[config.mk]
export PLATFORM = sky130hd
export DESIGN_NAME = sdram_cmd_scheduler_flat
export DESIGN_NICKNAME = d
export VERILOG_FILES = /design/src/rtl/sdram_cmd_scheduler_if.sv /design/src/rtl/sdram_cmd_scheduler.sv /design/src/flat_wrapper.sv
export SDC_FILE = /design/constraint.sdc
export NUM_CORES = 1
export LEC_CHECK = 0
export ABC_AREA = 1
export CAP_MARGIN = 20
export CELL_PAD_IN_SITES_DETAIL_PLACEMENT = 1
export CELL_PAD_IN_SITES_GLOBAL_PLACEMENT = 1
export CORE_MARGIN = 2
export CORE_UTILIZATION = 25
export CTS_CLUSTER_DIAMETER = 200
export DETAILED_ROUTE_END_ITERATION = 7
export GPL_TIMING_DRIVEN = 0
export HOLD_SLACK_MARGIN = 0.15
export PLACE_DENSITY = 0.54
export SYNTH_ARGS = -nofsm -noshare
export SYNTH_HDL_FRONTEND = slang
export SYNTH_SLANG_ARGS = --single-unit
[constraint.sdc]
create_clock -name clk -period 2.2 [get_ports clk]
set_clock_uncertainty 0.2 [all_clocks]
set_input_delay 0.33 -clock clk [delete_from_list [all_inputs] [get_ports clk]]
set_output_delay 0.33 -clock clk [all_outputs]
set_load 0.05 [all_outputs]
[src/rtl/sdram_cmd_scheduler_if.sv]
// Request/command bundle between the host request logic, the command scheduler
// and the SDRAM pin driver.
interface sdram_cmd_scheduler_if #(
  parameter int ROW_W  = 13,
  parameter int COL_W  = 9,
  parameter int BANK_W = 2
);
  logic              req_valid;
  logic              req_ready;
  logic              req_we;
  logic [BANK_W-1:0] req_bank;
  logic [ROW_W-1:0]  req_row;
  logic [COL_W-1:0]  req_col;
  logic [2:0]        cmd_o;
  logic [BANK_W-1:0] ba_o;
  logic [ROW_W-1:0]  addr_o;
  logic              ref_overrun;

  modport master (
    output req_valid, req_we, req_bank, req_row, req_col,
    input  req_ready, cmd_o, ba_o, addr_o, ref_overrun
  );

  modport slave (
    input  req_valid, req_we, req_bank, req_row, req_col,
    output req_ready, cmd_o, ba_o, addr_o, ref_overrun
  );
endinterface

[src/rtl/sdram_cmd_scheduler.sv]
// SDRAM command scheduler: ACT -> RD/WR (auto-precharge) and periodic REF, one registered command per cycle.
// Optional refresh postponement (up to 8 owed) is enabled by defining SDRAM_SCHED_REF_POSTPONE_EN.
module sdram_cmd_scheduler #(
  parameter int T_REFI = 780,
  parameter int T_RFC  = 7,
  parameter int T_RCD  = 2,
  parameter int T_AP   = 4,
  parameter int ROW_W  = 13,
  parameter int COL_W  = 9,
  parameter int BANK_W = 2
) (
  input logic                  clk,
  input logic                  rst,
  input logic                  init_done,
  sdram_cmd_scheduler_if.slave bus
);

  localparam logic [2:0] CMD_NOP = 3'd0;
  localparam logic [2:0] CMD_ACT = 3'd1;
  localparam logic [2:0] CMD_RD  = 3'd2;
  localparam logic [2:0] CMD_WR  = 3'd3;
  localparam logic [2:0] CMD_REF = 3'd5;

`ifdef SDRAM_SCHED_REF_POSTPONE_EN
  localparam int                DEBT_W   = 4;
  localparam logic [DEBT_W-1:0] DEBT_MAX = 4'd8;
`else
  localparam int                DEBT_W   = 1;
  localparam logic [DEBT_W-1:0] DEBT_MAX = 1'b1;
`endif

  localparam int REFI_W   = $clog2(T_REFI);
  localparam int WAIT_MAX = (T_RFC > T_AP) ? ((T_RFC > T_RCD) ? T_RFC : T_RCD)
                                           : ((T_AP > T_RCD) ? T_AP : T_RCD);
  localparam int WAIT_W   = $clog2(WAIT_MAX) + 1;

  typedef enum logic [2:0] {IDLE, ACT_WAIT, RW_ISSUE, AP_WAIT, REF_WAIT} state_t;

  state_t            state_q;
  logic [REFI_W-1:0] refiCnt_q, refiCnt_d;
  logic [DEBT_W-1:0] debt_q, debt_d, debtEff, debtNextEff;
  logic [WAIT_W-1:0] wait_q;
  logic              we_q;
  logic [BANK_W-1:0] bank_q, ba_q;
  logic [COL_W-1:0]  col_q;
  logic [ROW_W-1:0]  addr_q, rwAddr;
  logic [2:0]        cmd_q;
  logic              ready_q, overrun_q;
  logic              tick, nextTick, accept, due, dueNext, refIssue, readyNext, overrunSet, waitDone;

  function automatic logic [DEBT_W-1:0] satInc(input logic [DEBT_W-1:0] d, input logic inc);
    return (inc && d != DEBT_MAX) ? d + DEBT_W'(1) : d;
  endfunction

  assign tick       = init_done && (refiCnt_q == '0);
  assign nextTick   = init_done && (refiCnt_q == REFI_W'(1));
  assign refiCnt_d  = !init_done ? refiCnt_q : (tick ? REFI_W'(T_REFI - 1) : refiCnt_q - REFI_W'(1));
  assign accept     = (state_q == IDLE) && bus.req_valid && ready_q;
  assign debtEff    = satInc(debt_q, tick);
  assign refIssue   = (state_q == IDLE) && init_done && !accept && due;
  assign overrunSet = tick && !refIssue && (debt_q == DEBT_MAX);
  assign debtNextEff = satInc(debt_d, nextTick);
  assign readyNext  = init_done && !dueNext;
  assign waitDone   = (wait_q == '0);

`ifdef SDRAM_SCHED_REF_POSTPONE_EN
  assign due     = ((debtEff != '0) && !bus.req_valid) || (debtEff == DEBT_MAX);
  assign dueNext = (debtNextEff == DEBT_MAX);
`else
  assign due     = (debtEff != '0);
  assign dueNext = (debtNextEff != '0);
`endif

  // A tick and a REF in the same cycle cancel; otherwise the debt moves by one.
  always_comb begin
    debt_d = debt_q;
    if (tick && !refIssue) begin
      debt_d = satInc(debt_q, 1'b1);
    end else if (!tick && refIssue) begin
      debt_d = debt_q - DEBT_W'(1);
    end
  end

  always_comb begin
    rwAddr            = '0;
    rwAddr[COL_W-1:0] = col_q;
    rwAddr[10]        = 1'b1;
  end

  // Exits from the wait states are decided one cycle early so that req_ready
  // and the next command land exactly on the tRCD/tAP/tRFC boundaries.
  always_ff @(posedge clk) begin
    if (rst) begin
      state_q   <= IDLE;
      refiCnt_q <= REFI_W'(T_REFI - 1);
      debt_q    <= '0;
      wait_q    <= '0;
      we_q      <= 1'b0;
      bank_q    <= '0;
      col_q     <= '0;
      cmd_q     <= CMD_NOP;
      ba_q      <= '0;
      addr_q    <= '0;
      ready_q   <= 1'b0;
      overrun_q <= 1'b0;
    end else begin
      refiCnt_q <= refiCnt_d;
      debt_q    <= debt_d;
      if (overrunSet) overrun_q <= 1'b1;
      cmd_q  <= CMD_NOP;
      ba_q   <= '0;
      addr_q <= '0;
      case (state_q)
        IDLE: begin
          if (accept) begin
            we_q    <= bus.req_we;
            bank_q  <= bus.req_bank;
            col_q   <= bus.req_col;
            cmd_q   <= CMD_ACT;
            ba_q    <= bus.req_bank;
            addr_q  <= bus.req_row;
            wait_q  <= WAIT_W'(T_RCD - 1);
            ready_q <= 1'b0;
            state_q <= ACT_WAIT;
          end else if (refIssue) begin
            cmd_q   <= CMD_REF;
            wait_q  <= WAIT_W'(T_RFC - 2);
            ready_q <= 1'b0;
            state_q <= REF_WAIT;
          end else begin
            ready_q <= readyNext;
          end
        end
        ACT_WAIT: begin
          if (waitDone) begin
            cmd_q   <= we_q ? CMD_WR : CMD_RD;
            ba_q    <= bank_q;
            addr_q  <= rwAddr;
            wait_q  <= WAIT_W'(T_AP - 2);
            state_q <= RW_ISSUE;
          end else begin
            wait_q <= wait_q - WAIT_W'(1);
          end
        end
        RW_ISSUE, AP_WAIT, REF_WAIT: begin
          if (waitDone) begin
            ready_q <= readyNext;
            state_q <= IDLE;
          end else begin
            wait_q  <= wait_q - WAIT_W'(1);
            state_q <= (state_q == RW_ISSUE) ? AP_WAIT : state_q;
          end
        end
        default: state_q <= IDLE;
      endcase
    end
  end

  assign bus.req_ready   = ready_q;
  assign bus.cmd_o       = cmd_q;
  assign bus.ba_o        = ba_q;
  assign bus.addr_o      = addr_q;
  assign bus.ref_overrun = overrun_q;

endmodule

[src/flat_wrapper.sv]
// flat-port wrapper written by rule: the top's interface ports become plain ports
module sdram_cmd_scheduler_flat 
#(
  parameter int T_REFI = 780,
  parameter int T_RFC  = 7,
  parameter int T_RCD  = 2,
  parameter int T_AP   = 4,
  parameter int ROW_W  = 13,
  parameter int COL_W  = 9,
  parameter int BANK_W = 2
)
  (clk, rst, init_done, bus_req_valid, bus_req_we, bus_req_bank, bus_req_row, bus_req_col, bus_req_ready, bus_cmd_o, bus_ba_o, bus_addr_o, bus_ref_overrun);
  sdram_cmd_scheduler_if #(.ROW_W(ROW_W), .COL_W(COL_W), .BANK_W(BANK_W)) bus_i ();
  input logic clk;
  input logic rst;
  input logic init_done;
  input wire logic [$bits(bus_i.req_valid)-1:0] bus_req_valid;
  input wire logic [$bits(bus_i.req_we)-1:0] bus_req_we;
  input wire logic [$bits(bus_i.req_bank)-1:0] bus_req_bank;
  input wire logic [$bits(bus_i.req_row)-1:0] bus_req_row;
  input wire logic [$bits(bus_i.req_col)-1:0] bus_req_col;
  output wire logic [$bits(bus_i.req_ready)-1:0] bus_req_ready;
  output wire logic [$bits(bus_i.cmd_o)-1:0] bus_cmd_o;
  output wire logic [$bits(bus_i.ba_o)-1:0] bus_ba_o;
  output wire logic [$bits(bus_i.addr_o)-1:0] bus_addr_o;
  output wire logic [$bits(bus_i.ref_overrun)-1:0] bus_ref_overrun;
  assign bus_i.req_valid = bus_req_valid;
  assign bus_i.req_we = bus_req_we;
  assign bus_i.req_bank = bus_req_bank;
  assign bus_i.req_row = bus_req_row;
  assign bus_i.req_col = bus_req_col;
  assign bus_req_ready = bus_i.req_ready;
  assign bus_cmd_o = bus_i.cmd_o;
  assign bus_ba_o = bus_i.ba_o;
  assign bus_addr_o = bus_i.addr_o;
  assign bus_ref_overrun = bus_i.ref_overrun;
  sdram_cmd_scheduler #(.T_REFI(T_REFI), .T_RFC(T_RFC), .T_RCD(T_RCD), .T_AP(T_AP), .ROW_W(ROW_W), .COL_W(COL_W), .BANK_W(BANK_W)) u_core (.clk(clk), .rst(rst), .init_done(init_done), .bus(bus_i));
endmodule
Yosys cells after proc, flatten, opt, wreduce, memory -nomap -nowiden
Cells that the tools add are included.
Operators by class
  reduce and logical (&&, ||, !) cells: 27
  muxes and demuxes: 32
  $add $sub $neg: 5
  equal/unequal tests: 10
  bitwise logic cells: 2
Operators with widths (number)
  case mux 13 bit (2 select lines): 1
  2-to-1 mux 3 bit: 8
  2-to-1 mux 4 bit: 4
  logical AND 1 bit: 13
  2-to-1 mux 13 bit: 1
  case mux 4 bit (3 select lines): 1
  2-to-1 mux 11 bit: 1
  equality test 10 x 1 -> 1 bit (second input constant): 1
  zero test 10 bit: 1
  2-to-1 mux 10 bit: 1
  subtractor 10 x 1 -> 10 bit (second input constant): 1
  2-to-1 mux 1 bit: 9
  case mux 3 bit (3 select lines): 1
  equality test 3 x 2 -> 1 bit (second input constant): 2
  inequality test 3 x 1 -> 1 bit (second input constant): 2
  case mux 3 bit (2 select lines): 1
  AND reduction 3 bit: 2
  zero test 1 bit: 4
  zero test 4 bit: 1
  2-to-1 mux 2 bit: 2
  inequality test 2 x 1 -> 1 bit (second input constant): 2
  case mux 2 bit (2 select lines): 1
  AND reduction 2 bit: 2
  subtractor 4 x 1 -> 4 bit (second input constant): 1
  other kinds (11): 13
Word-level totals
  word-level logic and storage cells: 88
  register bits: 50
  output and inout port bits: 20

Depth between registers and ports, before layout
  word-level depth: 17
  mapped depth: 11

Least setup slack after synthesis
OpenSTA, ideal clock, no wires.
  path kind: reg-to-reg
  from: reg u_core.ready_q (netlist: u_core.bus.req_ready)
  to: reg u_core.col_q[0]
  path slack: 521 ps
  cell stages (with the launch flop): 7
  arrival time: 1363 ps
  data required time: 1884 ps
  period minus slack after synthesis: 1679 ps
  cell sequence: dfxtp_1 > nand2_1 > nor2_4 > inv_2 > buf_6 > nor2_1 > nor2_1
Between the ends
  cells in the longest elaborated chain, start to end: 2
RTL lines
  from (decl): line sdram_cmd_scheduler.sv:48  | logic ready_q, overrun_q;
  from (signal assigned): line sdram_cmd_scheduler.sv:131  | ready_q <= readyNext;
  from (signal assigned): line sdram_cmd_scheduler.sv:147  | ready_q <= readyNext;
  logical AND 1 bit: line sdram_cmd_scheduler.sv:58  | assign accept = (state_q == IDLE) && bus.req_valid && ready_q;
  AND reduction 2 bit (no line)
  to (signal assigned): line sdram_cmd_scheduler.sv:118  | col_q <= bus.req_col;
  to (decl): line sdram_cmd_scheduler.sv:45  | logic [COL_W-1:0] col_q;
No other way between the ends.
A chain may end at the register's enable or synchronous reset.

Final worst setup path
  from: reg u_core.cmd_q[0] (netlist: u_core.bus.cmd_o[0])
  to: out bus_cmd_o[0]
RTL lines
  from (decl): line sdram_cmd_scheduler.sv:47  | logic [2:0] cmd_q;
  from (signal assigned): line sdram_cmd_scheduler.sv:136  | cmd_q <= we_q ? CMD_WR : CMD_RD;
  to (decl): line flat_wrapper.sv:23  | output wire logic [$bits(bus_i.cmd_o)-1:0] bus_cmd_o;
No word-level cell between the ends.

==> flow_summary.json <==
{
  "outcome": "complete, no violations",
  "layout_min_cycle_time_ps": 2000,
  "hold_class": "register to register",
  "setup_ws_ps": 197,
  "critPathKind": "register to output port",
  "place_ws_ps": 61.8,
  "cp.depth": 1,
  "vdd_ir_drop_max_uv": 332,
  "hpwl_um": 4140,
  "antenna_found_initial": 0,
  "yosys_warnings": 0,
  "clock_latency_ps": 310,
  "grt_usage_pct": 12.5,
  "dieWidth_um": 97.2,
  "wirelength_um": 5540,
  "hold_slack_ps": 264,
  "drive_above_1_share_pct": 12.7,
  "start_util_pct": 26.2,
  "wl_per_cell_um": 12.7,
  "crit_buf_inv": 1,
  "grt_pass1_vias": 2019,
  "fmax_mhz": 499,
  "slowest_stage": "clkdlybuf4s50_1",
  "cts-root-buf": "clkbuf_8",
  "gp_congestion": 0.763,
  "row_count": 33,
  "fp.coreArea_um2": 8300,
  "fp.dieH_um": 97.2,
  "worstReg2RegStart": "u_core.wait_q[0]",
  "required_ps": 1670,
  "path_cells": "clkdlybuf4s50_1",
  "dr.first_iter.drc_count": 30,
  "holdPathStages": 2,
  "dieArea_um2": 9440,
  "postCtsSetupBuffers": 0,
  "nets": 363,
  "hold_viol": 0,
  "grt_pass1_wl_um": 9520,
  "synth-seq-area-share_pct": 46.1,
  "cp_top_family": "buffers and inverters",
  "overflow": 0,
  "syn_inst": 274,
  "p_leak_uw": 0.00116,
  "cts_buffers": 5,
  "syn_to_final_growth_pct": 32.7,
  "maxCapViolCount": 0,
  "endpoint_kind": "output port",
  "cts_max_path_buffers": 2,
  "portBuffers": 48,
  "worstHoldStart": "u_core.we_q",
  "slowest_delay_ps": 810,
  "crit_fanout": 1,
  "grt_start_max_net_pins": 17,
  "cts_resized": 0,
  "synth.distinct_cells": 30,
  "drtPass1Iterations": 4,
  "drc": 0,
  "detailroute.via_count": 1916,
  "synth.avg_cell_area_um2": 7.92,
  "start_kind": "register",
  "reg2reg_depth": 9,
  "viasPerCell": 4.40,
  "finalSetupTns_ps": 0,
  "syn_nets": 308,
  "finalCritPeriodShare_pct": 91.1,
  "worstMarginPinSlew_ps": 550,
  "setup_viol": 0,
  "synth_seq_cells": 50,
  "holdBufCountCts": 0,
  "ioPinCount": 49,
  "clk_pin_slew_worst_paths_ps": 100,
  "slew_headroom_pct": 63.4,
  "ant_nets": 0,
  "cts.sinks": 50,
  "antenna-diode-count": 0,
  "maxSlewViolCount": 0,
  "setup.worst_path.start": "u_core.bus.cmd_o[0]",
  "cp.arrival_ps": 1470,
  "synth_area_um2": 2170,
  "cellPowerDensity_nw_per_um2": 926,
  "cts_tree": "yes",
  "htreeDepth": 2,
  "rsz0062_at_grt": "no"
}
==> final timing paths <==
path | end | slack, ps
max | bus_cmd_o[0] | 200
min | u_core.we_q | 260
max reg2reg | u_core.bus.addr_o[7] | 400
min reg2reg | u_core.we_q | 260
==> state kept, by name (all words and copies together) (netlist names) <==
register	flops
u_core.bus.req_ready	1
u_core.bus.cmd_o	3
u_core.wait_q	4
u_core.bus.ref_overrun	1
u_core.col_q	9
u_core.state_q	3
u_core.debt_q	1
u_core.bus.addr_o	13
u_core.bank_q	2
u_core.bus.ba_o	2
u_core.refiCnt_q	10
u_core.we_q	1
==> stage by stage <==
step | area (um2) | power, uW | std cells | util (%)
2_1_floorplan | 2170 | 1820 | 274 | -
3_3_place_gp | 2780 | 2110 | 427 | 33.5
3_5_place_dp | 2780 | 2110 | 427 | 33.5
4_1_cts | 2880 | 2730 | 435 | 34.7
5_1_grt | 2880 | 2870 | 435 | 34.7
6_report | 2880 | 2670 | 435 | 34.7
==> routing by layer <==
layer	up-vias	share of wire, %	wire length (um)	global-route usage (%)
met2	39	46	2560	21.3
li1	986	-	-	-
met5	-	0	0	0
met1	885	48	2650	15.4
met4	0	1.6	89	4.55
met3	6	4.4	243	3.02
==> synthesized netlist by cell type (all sizes together) <==
cell type  instances  area (um2)
nand4              1        6.26
nor3               1        5.00
dfxtp             50        1000
a21oi             18        90.1
buf                4        33.8
a22oi              9        67.6
clkbuf             3        11.3
nand2             51         221
nor2              59         264
o21bai             1        18.8
o31ai              1        7.51
o21a               2        15.0
ha                 5        62.6
xor2               6        52.6
o21ai             18        93.8
xnor2              1        8.76
nand3             13        80.1
o211ai             1        7.51
nand3b             2        15.0
a21o               1        7.51
inv               27         101
==> power by group <==
part / switching (uW) / leakage [uW] / internal, uW
clock: 342 / 0.0000478 / 260
sequential: 74.2 / 0.000406 / 1010
combinational: 635 / 0.000706 / 344
==> cells in the final DEF, fill, tap and decap left out <==
master           count
o21ai_1              4
o21a_1               2
o21ai_0             13
ha_1                 5
buf_6                1
a21o_1               1
o211ai_1             1
nand3_2              3
a21oi_1             18
inv_2                8
nand2_2              6
nand2_1             43
o21bai_4             1
inv_1               19
nand2_4              2
clkbuf_1             3
xor2_1               6
dfxtp_1             50
nor2_1              50
nand3b_1             2
a22oi_1              9
nand3_1             10
clkdlybuf4s50_1     48
xnor2_1              1
nand4_1              1
clkinvlp_4           1
nor3_1               1
inv_6                1
buf_4                3
o21ai_2              1
nor2_4               4
clkbuf_8             6
o31ai_1              1
nor2_2               5
==> cells by family after synthesis <==
logic type / after synthesis / share of synthesized area (%)
flip-flops: 50 / 46.1
buffers and inverters: 34 / 6.74
XOR/XNOR: 7 / 2.82
AO/OA/AOI/OAI: 51 / 14.2
AND/OR/NAND/NOR: 127 / 27.3
adder cells (fa/ha/maj): 5 / 2.88
==> layout make-up <==
cell class,count,area (um2)
well taps,105,131
multi-input cells,190,1020
flip-flops and latches,50,1000
plain buffers,7,45.0
inverters,27,101
fillers,995,5420
clock inverters,2,16.3
clock buffers,6,82.6
repair buffers,48,480
Power figures use the tool's default switching activity.
==> variant: new RTL, same settings <==
Build with the macro `SDRAM_SCHED_REF_POSTPONE_EN` defined.
--- a/src/rtl/sdram_cmd_scheduler.sv
+++ b/src/rtl/sdram_cmd_scheduler.sv
@@ -1,5 +1,7 @@
 // SDRAM command scheduler: ACT -> RD/WR (auto-precharge) and periodic REF, one registered command per cycle.
 // Optional refresh postponement (up to 8 owed) is enabled by defining SDRAM_SCHED_REF_POSTPONE_EN.
+`define SDRAM_SCHED_REF_POSTPONE_EN
+
 module sdram_cmd_scheduler #(
   parameter int T_REFI = 780,
   parameter int T_RFC  = 7,
Behaviour: no difference found for any inputs over 10 cycles, from zero or initial values and one cycle with rst high; that may be too few to reach the edited logic, so the function may still have changed.
==> variant against the original RTL <==
The flow now finishes with violations (negative setup slack). Combinational power is 39% higher. Wire length increased by 27%. Worst setup slack got worse by 0.24 ns. Register-to-register slack lost 0.45 ns. Power rose by 16%. Design area up 27%. Synthesized area up 13%. Sequential cell count rose by 3.
==> variant: results (changes against the original RTL) <==
[outcome]
status=finished with violations
violations=negative setup slack

[place]
gp_congestion=0.776  ; +1.7%
dp_slack_ns=-0.671  ; -0.732 ns
hpwlAfterDp_mm=5.04  ; +22%
placed_cells=504  ; +18%
postPlaceCellArea_mm2=0.00309  ; +11%

[power]
p_sw_mw=1.26  ; +20%
peakVddDrop_mv=0.317  ; -4.4%
leakagePower_nw=1.40  ; +21%

[sta]
tightest_slew_ns=0.616  ; +0.0659 ns
setup_viol=3  ; +3
finalWorstSetupSlack_ns=-0.0452  ; -0.242 ns
setup_tns_ns=-0.0688  ; -0.0688 ns

[global_route]
grt_max_degree=18  ; +1
use_met2=0.232  ; +0.0192
grt_pass1_wl_mm=11.5  ; +21%
grt_use_total=0.140  ; +0.0146
met1_usage=0.189  ; +0.0350
gr-usage-met3=0.0278  ; -0.00242

[routing]
routedWlPerCell_um=13.2  ; +3.9%
wl_met2_mm=3.37  ; +32%
met3_length_um=216  ; -11%
drt_iter0_markers=38  ; +27%
m1WireLength_mm=3.43  ; +29%
vias=2330  ; +22%

[layout]
fill_cells=1202  ; +21%
drive_above_1_share=0.268  ; +0.140
final_cells=533  ; +23%
nNetsFinal=436  ; +20%

[synthesis]
synth_compound_gate_area_share=0.134  ; -0.00770
synth_area_leaders=dfxtp_1 43%, nand2_1 10%, nor2_1 6.4%
synthesis.nets=360  ; +17%
synth_seq_area_share=0.434  ; -0.0271
synth.top_cells.by_count=66 x nand2_1, 53 x dfxtp_1, 42 x nor2_1
avgSynthCellArea_um2=7.57  ; -4.5%
synth-adder-area-share=0.0409  ; +0.0121
synthXorXnorAreaFrac=0.0215  ; -0.00675
synth_cell_types=29  ; -3.3%

[worst_setup_path]
cpPeakStageDelay_ns=0.38  ; -0.43 ns
crit_path_top_delay_cell=dfxtp_4
cp.required_ns=2.19  ; +0.52 ns
path_max_fanout=7  ; +6

[clock_tree]
post_cts_buffers=17  ; +17
cts_resized=66  ; +66

## variant: final cells by class
class	count	area [um2]	share of cell area
multi-input combinational	225	1470	0.402
sequential	53	1080	0.297
timing repair buffer	69	656	0.180
tap	133	166	0.0456
inverter	37	154	0.0422
clock buffer	5	68.8	0.0189
buffer	8	31.3	0.00857
clock inverter	3	21.3	0.00583
## variant: final timing paths
| kind | end | slack, ns | cells after the start | start |
|---|---|---|---|---|
| setup reg to reg | u_core.bus.req_ready | -0.05 | 17 | u_core.debt_q[0] |
| hold / removal | u_core.we_q | 0.26 | 2 | u_core.we_q |
| setup / recovery | u_core.bus.req_ready | -0.05 | 17 | u_core.debt_q[0] |
| hold reg to reg | u_core.we_q | 0.26 | 2 | u_core.we_q |
## variant: power by group through the flow
stage	Combinational (mW)	Clock [mW]	Sequential [mW]
2_1_floorplan	0.629	0	1.25
3_3_place_gp	1.00	0	1.17
3_5_place_dp	1.02	0	1.17
4_1_cts	1.27	0.616	1.15
5_1_grt	1.50	0.659	1.18
6_report	1.36	0.585	1.16
